==> src/rtl/ntt_pkg.sv <==
// ntt_pkg: constants and types shared by the NTT post-processing blocks.
//   DATA_WIDTH / Q / N_INV : coefficient width, modulus, N^-1 mod Q for N=256
//   BARRETT_K / BARRETT_M  : Barrett shift and multiplier floor(2^K / Q)
//   intt_state_e           : sequencer states for intt_scale_unit
package ntt_pkg;

  localparam int unsigned DATA_WIDTH = 12;
  localparam int unsigned Q          = 3329;
  localparam int unsigned N_INV      = 3316;
  localparam int unsigned BARRETT_K  = 24;
  localparam int unsigned BARRETT_M  = (2 ** BARRETT_K) / Q;  // 5039

  typedef enum logic [1:0] {
    ST_IDLE  = 2'd0,
    ST_RUN   = 2'd1,
    ST_DRAIN = 2'd2,
    ST_DONE  = 2'd3
  } intt_state_e;

endpackage

==> src/rtl/mod_mul_const.sv <==
// mod_mul_const: two-stage pipelined multiply by a constant followed by
// Barrett reduction, producing (in_data * CONST) mod Q in [0, Q-1].
//   clk, rst_n             : clock, asynchronous active-low reset
//   in_valid/in_data/in_index   : operand beat
//   out_valid/out_data/out_index: reduced result, two cycles later
// Valid for any in_data in [0, 2^DATA_WIDTH-1] as long as the product fits
// below 2^BARRETT_K, so one conditional subtraction always suffices.
module mod_mul_const #(
  parameter int unsigned DATA_WIDTH = ntt_pkg::DATA_WIDTH,
  parameter int unsigned IDX_WIDTH  = 8,
  parameter int unsigned Q          = ntt_pkg::Q,
  parameter int unsigned CONST      = ntt_pkg::N_INV
) (
  input  logic                  clk,
  input  logic                  rst_n,
  input  logic                  in_valid,
  input  logic [DATA_WIDTH-1:0] in_data,
  input  logic [IDX_WIDTH-1:0]  in_index,
  output logic                  out_valid,
  output logic [DATA_WIDTH-1:0] out_data,
  output logic [IDX_WIDTH-1:0]  out_index
);
  import ntt_pkg::*;

  localparam int unsigned PW = 2 * DATA_WIDTH;        // product width
  localparam int unsigned EW = PW + BARRETT_K;        // Barrett estimate width
  localparam int unsigned RW = DATA_WIDTH + 1;        // remainder < 2Q
  localparam int unsigned BM = (2 ** BARRETT_K) / Q;

  localparam logic [PW-1:0] CONST_W = PW'(CONST);
  localparam logic [PW-1:0] Q_P     = PW'(Q);
  localparam logic [EW-1:0] M_W     = EW'(BM);
  localparam logic [RW-1:0] Q_R     = RW'(Q);

  logic                 a_valid;
  logic [IDX_WIDTH-1:0] a_idx;
  logic [PW-1:0]        a_prod;

  logic [PW-1:0]         quot;
  logic [RW-1:0]         rem;
  logic [DATA_WIDTH-1:0] reduced;

  always_ff @(posedge clk or negedge rst_n) begin
    if (!rst_n) begin
      a_valid <= 1'b0;
      a_idx   <= '0;
      a_prod  <= '0;
    end else begin
      a_valid <= in_valid;
      a_idx   <= in_index;
      a_prod  <= PW'(in_data) * CONST_W;
    end
  end

  // Quotient estimate undershoots by at most one, so the true remainder is
  // below 2Q and the low RW bits of the difference are exact.
  always_comb begin
    quot    = PW'((EW'(a_prod) * M_W) >> BARRETT_K);
    rem     = RW'(a_prod - quot * Q_P);
    reduced = DATA_WIDTH'((rem >= Q_R) ? (rem - Q_R) : rem);
  end

  always_ff @(posedge clk or negedge rst_n) begin
    if (!rst_n) begin
      out_valid <= 1'b0;
      out_index <= '0;
      out_data  <= '0;
    end else begin
      out_valid <= a_valid;
      out_index <= a_idx;
      out_data  <= reduced;
    end
  end

endmodule

==> src/rtl/intt_scale_unit.sv <==
// intt_scale_unit: final inverse-NTT pass; sweeps the coefficient RAM once,
// multiplying every coefficient by N^-1 mod Q and writing it back in place,
// one coefficient per cycle.
//   clk, rst_n       : clock, asynchronous active-low reset
//   start            : level request, honoured only in IDLE
//   busy / done      : RUN or DRAIN / DONE
//   ram_raddr/ram_re : read port; ram_rdata arrives one cycle after ram_re
//   ram_waddr/ram_wdata/ram_we : write port, trails reads by three cycles
//   m_valid/m_index/m_data     : optional copy of the write stream, present
//                                only when INTT_SCALE_STREAM_EN is defined
module intt_scale_unit #(
  parameter int unsigned N          = 256,
  parameter int unsigned ADDR_WIDTH = 8,
  parameter int unsigned DATA_WIDTH = ntt_pkg::DATA_WIDTH,
  parameter int unsigned Q          = ntt_pkg::Q,
  parameter int unsigned N_INV      = ntt_pkg::N_INV
) (
  input  logic                  clk,
  input  logic                  rst_n,
  input  logic                  start,
  output logic                  busy,
  output logic                  done,
  output logic [ADDR_WIDTH-1:0] ram_raddr,
  output logic                  ram_re,
  input  logic [DATA_WIDTH-1:0] ram_rdata,
  output logic [ADDR_WIDTH-1:0] ram_waddr,
  output logic [DATA_WIDTH-1:0] ram_wdata,
  output logic                  ram_we
`ifdef INTT_SCALE_STREAM_EN
  ,
  output logic                  m_valid,
  output logic [ADDR_WIDTH-1:0] m_index,
  output logic [DATA_WIDTH-1:0] m_data
`endif
);
  import ntt_pkg::*;

  localparam logic [ADDR_WIDTH-1:0] LAST_IDX = ADDR_WIDTH'(N - 1);

  intt_state_e state_q, state_d;

  logic [ADDR_WIDTH-1:0] rd_idx;
  logic [1:0]            drain_cnt;
  logic                  s1_valid;
  logic [ADDR_WIDTH-1:0] s1_idx;

  always_ff @(posedge clk or negedge rst_n) begin
    if (!rst_n) state_q <= ST_IDLE;
    else        state_q <= state_d;
  end

  always_comb begin
    state_d = state_q;
    unique case (state_q)
      ST_IDLE:  if (start)                 state_d = ST_RUN;
      ST_RUN:   if (rd_idx == LAST_IDX)    state_d = ST_DRAIN;
      ST_DRAIN: if (drain_cnt == 2'd2)     state_d = ST_DONE;
      ST_DONE:  if (!start)                state_d = ST_IDLE;
      default:                             state_d = ST_IDLE;
    endcase
  end

  // busy/done are registered from the next state so they line up with
  // state_q and never overlap.
  always_ff @(posedge clk or negedge rst_n) begin
    if (!rst_n) begin
      rd_idx    <= '0;
      drain_cnt <= '0;
      busy      <= 1'b0;
      done      <= 1'b0;
    end else begin
      rd_idx    <= (state_q == ST_RUN && rd_idx != LAST_IDX) ? rd_idx + 1'b1 : '0;
      drain_cnt <= (state_q == ST_DRAIN) ? drain_cnt + 2'd1 : '0;
      busy      <= (state_d == ST_RUN) || (state_d == ST_DRAIN);
      done      <= (state_d == ST_DONE);
    end
  end

  assign ram_re    = (state_q == ST_RUN);
  assign ram_raddr = rd_idx;

  // S1: the RAM's own output register holds the data; this stage carries the
  // matching valid/index so they arrive alongside ram_rdata.
  always_ff @(posedge clk or negedge rst_n) begin
    if (!rst_n) begin
      s1_valid <= 1'b0;
      s1_idx   <= '0;
    end else begin
      s1_valid <= ram_re;
      s1_idx   <= rd_idx;
    end
  end

  mod_mul_const #(
    .DATA_WIDTH (DATA_WIDTH),
    .IDX_WIDTH  (ADDR_WIDTH),
    .Q          (Q),
    .CONST      (N_INV)
  ) u_mul (
    .clk       (clk),
    .rst_n     (rst_n),
    .in_valid  (s1_valid),
    .in_data   (ram_rdata),
    .in_index  (s1_idx),
    .out_valid (ram_we),
    .out_data  (ram_wdata),
    .out_index (ram_waddr)
  );

`ifdef INTT_SCALE_STREAM_EN
  assign m_valid = ram_we;
  assign m_index = ram_waddr;
  assign m_data  = ram_wdata;
`endif

endmodule

==> config.mk <==
export PLATFORM = sky130hd
export DESIGN_NAME = intt_scale_unit
export DESIGN_NICKNAME = d
export VERILOG_FILES = /design/src/rtl/ntt_pkg.sv /design/src/rtl/mod_mul_const.sv /design/src/rtl/intt_scale_unit.sv
export SDC_FILE = /design/constraint.sdc
export NUM_CORES = 1
export LEC_CHECK = 0
export ABC_AREA = 1
export CAP_MARGIN = 20
export CORE_MARGIN = 2
export CORE_UTILIZATION = 55
export DETAILED_ROUTE_END_ITERATION = 12
export GPL_TIMING_DRIVEN = 0
export PLACE_DENSITY = 0.76
export RECOVER_POWER = 100
export SYNTH_ARGS = -nofsm -noshare
export SYNTH_HDL_FRONTEND = slang
export SYNTH_HIERARCHICAL = 1
export SYNTH_SLANG_ARGS = --single-unit
==> constraint.sdc <==
create_clock -name clk -period 7.9 [get_ports clk]
set_input_delay 1.58 -clock clk [delete_from_list [all_inputs] [get_ports clk]]
set_output_delay 1.58 -clock clk [all_outputs]
set_load 0.05 [all_outputs]
# Word level (Yosys, flattened, before mapping)
# Cells that the tools add are included.
[totals] word_cells=41 out_inout_bits=32 register_bits=75 in_bits=15
[op_classes] n_lt_le_gt_ge=1 n_addsub=4 n_eq_ne=9 n_reduce_logical=3 n_mul=3 n_mux=8
[op_table] cell="22-bit by 13-bit multiplier with 35-bit output (second input constant)" n=1
[op_table] cell="12-bit by 10-bit multiplier with 22-bit output (second input constant)" n=1
[op_table] cell="13-bit by 12-bit >= comparator with 1-bit output (second input constant)" n=1
[op_table] cell="13-bit by 12-bit multiplier with 13-bit output (second input constant)" n=1
[op_table] cell="13-bit subtractor" n=1
[op_table] cell="12-bit 2-to-1 mux" n=1
[op_table] cell="12-bit subtractor (second input constant)" n=1
[op_table] cell="2-bit == test (second input constant)" n=5
[op_table] cell="2-bit 2-to-1 mux" n=5
[op_table] cell="8-bit by 1-bit adder with 8-bit output (second input constant)" n=1
[op_table] cell="8-bit == test (second input constant)" n=1
[op_table] cell="8-bit 2-to-1 mux" n=1
[op_table] cell="8-bit inequality test (second input constant)" n=1
[op_table] cell="2-bit case mux with 4 select lines" n=1
[op_table] cell="2-bit by 1-bit == test with 1-bit output (second input constant)" n=2
[op_table] cell="2-bit by 1-bit adder with 2-bit output (second input constant)" n=1
[op_table] cell="2-bit logical NOT" n=1
[op_table] cell="1-bit logical AND" n=1
[op_table] cell="1-bit logical OR" n=1

# Logic depth before layout (Yosys ltp)
# Gate-level depths: netlist of the first run.
[logic_depth] ltp_word=5 ltp_mapped=45 mapped_depth_nobuf=44

# Cells and area by module
# The synthesis of the first run kept the hierarchy.
[by_module_without_submodules] mod="mod_mul_const" cells_each=1283 seq_area_each_um2=1301.2 area_per_inst_um2=11100.6 n_inst=1
[by_module_without_submodules] mod="intt_scale_unit" cells_each=86 seq_area_each_um2=575.6 area_per_inst_um2=892.1 n_inst=1

# Worst setup path after synthesis of the first run
# Ideal clock, no wire load.
[synth_timing] path_kind="flip-flop to flip-flop" startpoint="register u_mul.a_prod[12]" endpoint="register u_mul.out_data[1]" synth_period_minus_slack_ps=7613 t_required_ps=7784 stages_incl_launch_ff=38 arrival_time_ps=7496 setup_slack_ps=287 n_path_buf=1 setup_ps=116 cell_sequence="dfrtp_1 > fa_1 > fa_1 > fa_1 > fa_1 > inv_1 > fa_1 > inv_1 > ha_1 > a21oi_1 > nand2_1 > nand2_1 > nand2_1 > inv_1 > nand2_1 > a31o_2 > xnor2_1 > inv_1 > [... 2 more ...] > ha_1 > ha_1 > fa_1 > inv_1 > ha_1 > inv_1 > o21bai_1 > a31oi_1 > nand2_1 > nor2_1 > nand3_1 > nand2_1 > nand3_1 > nand2_2 > nand2_2 > buf_6 > nand2_2 > nand2_1"
[synth_via] elab_chain_cells=5 word_cells_on_any_way=6 cone_classes="add/sub (2); mul (2); order compare (1); mux (1)"
[synth_rtl] item="start: declaration" line="mod_mul_const.sv:37" text="logic [PW-1:0] a_prod;"
[synth_rtl] item="start signal: assignment" line="mod_mul_const.sv:51" text="a_prod <= PW'(in_data) * CONST_W;"
[synth_rtl] item="22-bit by 13-bit multiplier with 35-bit output" line="mod_mul_const.sv:58" text="quot = PW'((EW'(a_prod) * M_W) >> BARRETT_K);"
[synth_rtl] item="13-bit by 12-bit multiplier with 13-bit output" line="mod_mul_const.sv:59" text="rem = RW'(a_prod - quot * Q_P);"
[synth_rtl] item="13-bit subtractor (*)" line="mod_mul_const.sv:59"
[synth_rtl] item="12-bit subtractor or 13-bit by 12-bit >= comparator with 1-bit output (tied branches)" line="mod_mul_const.sv:60" text="reduced = DATA_WIDTH'((rem >= Q_R) ? (rem - Q_R) : rem);"
[synth_rtl] item="12-bit 2-to-1 mux (*)" line="mod_mul_const.sv:60"
[synth_rtl] item="named net u_mul.reduced[1]" line="mod_mul_const.sv:41" text="logic [DATA_WIDTH-1:0] reduced;"
[synth_rtl] item="end signal: assignment" line="mod_mul_const.sv:71" text="out_data <= reduced;"
[synth_rtl] item="end: declaration" line="mod_mul_const.sv:20" text="output logic [DATA_WIDTH-1:0] out_data,"
# Mark *: on every way through the listed nets, which the timed path passes. The rest lies on a longest branch.

# Final worst setup path of the first run
[layout_timing] startpoint="register u_mul.a_prod[10]" endpoint="register u_mul.out_data[8]"
# The elaborated chain is that of the path after synthesis.

==> results of run 1 <==
cells in the final DEF (no fill, tap or decap), types with 8 or more instances in the layout:
cell | synthesis | final
nor2_2 | 7 | 9
xor2_1 | 34 | 31
clkbuf_16 | 0 | 10
fa_1 | 162 | 153
clkdlybuf4s50_1 | 0 | 8
nand3_2 | 6 | 15
o21ai_0 | 21 | 20
nand2_1 | 220 | 188
nand2_4 | 1 | 10
nor2_1 | 70 | 61
xnor2_1 | 13 | 10
nand3_1 | 53 | 42
dfrtp_1 | 75 | 57
nor2_4 | 3 | 10
fa_2 | 0 | 9
nand2_2 | 27 | 50
ha_1 | 218 | 184
a21oi_1 | 48 | 41
buf_4 | 2 | 68
dlygate4sd3_1 | 0 | 37
inv_1 | 352 | 329
inv_2 | 5 | 28
dfrtp_2 | 0 | 18
nand4_1 | 9 | 9
ha_4 | 0 | 32
layer usage:
layer / vias to the layer above / global-route usage, % / wire length (um)
li1: 4449 / - / -
met1: 4559 / 30.7 / 11700
met2: 214 / 41.6 / 14300
met3: 56 / 2.22 / 987
met4: 0 / 6.57 / 621
met5: - / 0 / 0
flip-flops by register name (all words and copies together), names as in the netlist, 2 cells and up:
signal / cells
s1_idx: 8
state_q: 2
u_mul/out_index: 8
u_mul/a_idx: 8
u_mul/out_data: 12
u_mul/a_prod: 22
ram_raddr: 8
drain_cnt: 2
logic make-up after synthesis:
group | synth area share (%)
AO/OA/AOI/OAI | 4.64
XOR/XNOR | 3.43
adder cells (fa/ha/maj) | 49.8
buffers and inverters | 11.4
flip-flops | 15.6
AND/OR/NAND/NOR | 15.1
through the flow:
stage	setup TNS, ps	instance area, um2
2_1_floorplan	0	12000
5_1_grt	-3220	14600
4_1_cts	0	13700
3_5_place_dp	-9640	12800
6_report	-98.0	14600
3_3_place_gp	-8460	12800
Yosys cell counts, drive strengths merged:
library cell,instances
o21ai,23
o211ai,3
nand3b,2
ha,218
nand2,248
o31ai,1
fa,162
a21o,5
a31oi,6
nor2,80
a31o,3
inv,357
nand4,9
a21oi,49
o21bai,5
or2,1
and3,1
a211oi,1
nor3,8
dfrtp,75
buf,3
nand3,59
xnor2,13
nor3b,2
xor2,34
o21a,1
cell type report:
class | instances | area share (%)
Multi-Input combinational cell | 934 | 65.8
Sequential cell | 75 | 13.0
Inverter | 357 | 9.20
Timing Repair Buffer | 119 | 7.17
Tap cell | 280 | 2.41
Clock buffer | 9 | 1.55
Clock inverter | 7 | 0.619
Buffer | 3 | 0.258
final timing paths:
path,from,to
worst min register to register,s1_idx[3],u_mul/a_idx[3]
max in group asynchronous,rst_n,u_mul/a_prod[22]
min in group asynchronous,rst_n,u_mul/out_data[2]
worst max register to register,u_mul/a_prod[10],u_mul/out_data[8]
worst max-delay path,u_mul/a_prod[10],u_mul/out_data[8]
worst min-delay path,s1_idx[3],u_mul/a_idx[3]
critical path, delay by kind of cell (launching register included):
kind / cells / cell delay [ps]
and+or+nand+nor: 16 / 1660
buffers and inverters: 9 / 870
DFF: 1 / 450
adders and majority gates: 10 / 4060
xor gates and xnor gates: 1 / 170
AOI/OAI and AO/OA: 4 / 610
timing repair:
action,CTS,global route
setup endpoints to repair,12,12
pin swaps,32,120
gates cloned,0,2
setup buffers,41,30
hold buffers,0,0
resized for setup,57,141
==> run metrics, run 1 <==
dpl ws -844 ps; min Tclk post-route 7920 ps; CTS Sinks 75; DRC violation total after the first TritonRoute iteration 375; critical path type reg -> reg; Worst slew margin -146%; die area 0.0230 mm2; R2R depth 40; htree depth 3; DRC viols 0; # diodes 0; multi-input logic area 0.00958 mm2; I/O pins 47; crit-path max cell delay 610 ps; Placed Instances 1695; share of the synthesized area in the top cell type 27.0%; CTS tree done; Port Buffers 46; WP data required 8130 ps; Remaining Overflow, GRT 0; Worst Skew 8.92 ps; Final Hold Fails 0; GRT Util Overall 23.5%; Core Area 0.0216 mm2; worst skew pair latency 340 ps; Post-DP HPWL 20.8 mm; Avg WL per Cell 15.5 um; Yosys top cell by area fa_1; fin worst setup slack -22.4 ps; fin crit share 100%; Final #Nets 1894; failing checks capacitance limit, slew limit, setup timing; Via density 5.20; fillers 1593; cell area after synthesis 0.0120 mm2; largest net degree at the start of global routing 76; crit path max fanout 5; Chip Height 152 um; Synth area leaders fa_1, ha_1, dfrtp_1; initial antenna violation count 0; CP Data Arrival Time 8150 ps; first-pass GRT wire length 42.7 mm; flop2flop setup slack -20 ps; register area 0.00190 mm2; worst hold path depth 0; remaining antenna violation count 0; Initial Util 55.5%; Finished Layout Cells 1784; via count 9278; crit start category register; Chip Width 152 um; Syn Nets 1764; Worst Max-Slew Pin Slew 3690 ps; post-layout util 67.4%; Post-Syn Instances 1369; count of pins over their slew limit 76; Final setup viols 6; unrepaired setup endpoints after global routing true; Area Overhead vs Synth 21.4%; #FFs+latches synth 75; Final Wtd Congestion 0.922; post-synth cell types 36; number of global-route vias before repair 9434; share of layout cells above drive strength 1 20.1%; register area share after synthesis 15.6%; final WL 27.6 mm; row cnt 54; Mean Syn Cell Area 8.76 um2; CTS Buf Count 9; Ys Warns 6; Peak Freq 126 MHz; Max-Cap Viols 1; Pre-antenna DRT Iters 5; clk root buf clkbuf_16; Worst Hold Slack 348 ps; Max Root-Sink Buffers 2; outcome finished with violations; Clk pin slew, worst setup/hold paths 70 ps; CP max-delay cell fa_1; HP Class reg -> reg; endpoint type of the worst setup path register
Power of run 1 is not shown: default switching activity piles up to over one toggle a cycle in this logic, so the estimate is an artifact.
==> run 2: changes to the inputs <==
- RECOVER_POWER: 100 -> 50
==> run 2 against run 1 <==
Against the previous run: the flow still finishes with violations (capacitance limit, slew limit, setup timing); fmax grew 0.16%; register-to-register slack about the same; routed wire length hardly changed; global-route usage stayed put.
==> run metrics, run 2 (synthesis gave the netlist of run 1 again) <==
most flop-heavy register u_mul/a_prod; crit path max fanout 5 (unchanged); WP data required 8130 ps (about the same); Pre-antenna DRT Iters 5 (unchanged); min Tclk post-route 7910 ps (-12.3 ps); fin crit share 100% (-0.16 points); CTS Buf Count 9 (unchanged); Worst Skew 8.95 ps (+0.0299 ps); CTS Sinks 75 (unchanged); Reg-to-Reg Start u_mul/a_prod[10]; Post-DP HPWL 20.8 mm (unchanged); largest registers u_mul/a_prod x22, u_mul/out_data x12; DRC violation total after the first TritonRoute iteration 407 (+8.5%); hold endpoint u_mul/a_idx[2]; worst skew pair latency 340 ps (about the same); max reg flops 22 (unchanged); via count 9305 (+0.29%); flop2flop setup slack -10 ps (about the same); FF-to-FF End u_mul/out_data[3]; outcome finished with violations; CP Depth 40 (unchanged); Avg WL per Cell 15.5 um (about the same); Max-Cap Viols 1 (unchanged); unrepaired setup endpoints after global routing true; first-pass GRT wire length 42.7 mm (unchanged); post-layout util 67.4% (unchanged); Worst Max-Slew Pin Slew 3690 ps (-0.746 ps); Final Hold Fails 0 (unchanged); Max Root-Sink Buffers 2 (unchanged); Final #Nets 1894 (unchanged); Worst slew margin -146% (about the same); final WL 27.7 mm (about the same); CP max-delay cell fa_1; number of global-route vias before repair 9434 (unchanged); commonest non-fill, non-tap cells in the layout inv_1, nand2_1, ha_1; fillers 1593 (unchanged); Chip Height 152 um (unchanged); DP Area 0.0128 mm2 (unchanged); Initial Util 55.5% (unchanged); Via density 5.22 (+0.29%); critical path type reg -> reg; HP Class reg -> reg; htree depth 3 (unchanged); Area Overhead vs Synth 21.4% (unchanged); CP Data Arrival Time 8140 ps (about the same); Remaining Overflow, GRT 0 (unchanged); initial antenna violation count 0 (unchanged); # diodes 0 (unchanged); endpoint type of the worst setup path register; remaining antenna violation count 0 (unchanged); dpl ws -844 ps (unchanged); fin worst setup slack -10.1 ps (+12.3 ps); Final setup viols 5 (-1); Core Area 0.0216 mm2 (unchanged); Peak Freq 126 MHz (+0.16%); I/O pins 47 (unchanged); failing checks capacitance limit, slew limit, setup timing; CP top delay family adder cells; Clk pin slew, worst setup/hold paths 70 ps (about the same); GRT Util Overall 23.5% (unchanged); hold buffers post-CTS 0 (unchanged); share of layout cells above drive strength 1 20.1% (unchanged); commonest non-fill, non-tap cell in the layout inv_1; DRC viols 0 (unchanged); row cnt 54 (unchanged); crit-path max cell delay 610 ps (about the same); Min-Delay Startpoint s1_idx[2]; Port Buffers 46 (unchanged); Final Wtd Congestion 0.922 (unchanged); setup TNS -33.3 ps (+64.6 ps); Chip Width 152 um (unchanged); crit start category register; worst hold path depth 0 (unchanged); CTS tree done; clk root buf clkbuf_16; Design Area, Final 0.0146 mm2 (unchanged); R2R depth 40 (unchanged); Buf+Inv Stages, Crit Path 9 (unchanged); die area 0.0230 mm2 (unchanged); count of pins over their slew limit 76 (unchanged); largest net degree at the start of global routing 76 (unchanged)
run 2: final cells by class:
class | count | area [um2] | share of cell area [%]
buffer | 3 | 37.5 | 0.258
clock buffer | 9 | 225 | 1.55
clock inverter | 7 | 90.1 | 0.619
inverter | 357 | 1340 | 9.20
multi-input combinational | 934 | 9580 | 65.8
sequential | 75 | 1900 | 13.0
tap | 280 | 350 | 2.41
timing repair buffer | 119 | 1040 | 7.17
run 2: routing by layer:
metal  GRT usage [%]  wire (um)
met5               0          0
met4            6.57        576
met3            2.22       1110
met2            41.6      14300
met1            30.7      11600
run 2: how the worst max path moves through the flow:
stage                           from           endpoint  slack [ps]
CTS                 u_mul/a_prod[18]  u_mul/out_data[3]           3
detailed placement   u_mul/a_prod[9]  u_mul/out_data[3]        -840
global placement     u_mul/a_prod[9]  u_mul/out_data[6]        -740
finish              u_mul/a_prod[10]  u_mul/out_data[3]         -10
global route        u_mul/a_prod[21]  u_mul/out_data[5]        -300
floorplan           u_mul/a_prod[12]  u_mul/out_data[1]         290
run 2: timing repair:
item                                   in CTS  in global routing
resized for setup                          57                141
setup endpoints to repair                  12                 12
setup buffers                              41                 30
pin swaps                                  32                120
endpoints found under the hold margin       0                  0
cloned                                      0                  2
run 2: metrics by stage:
stage | std cells | hold slack [ps]
final | 1784 | 347
after global routing | 1784 | 356
after CTS | 1752 | 350
after detailed placement | 1695 | 335
after global placement | 1695 | 332
after floorplan | 1369 | 331
Power of run 2 is left out for the same reason.
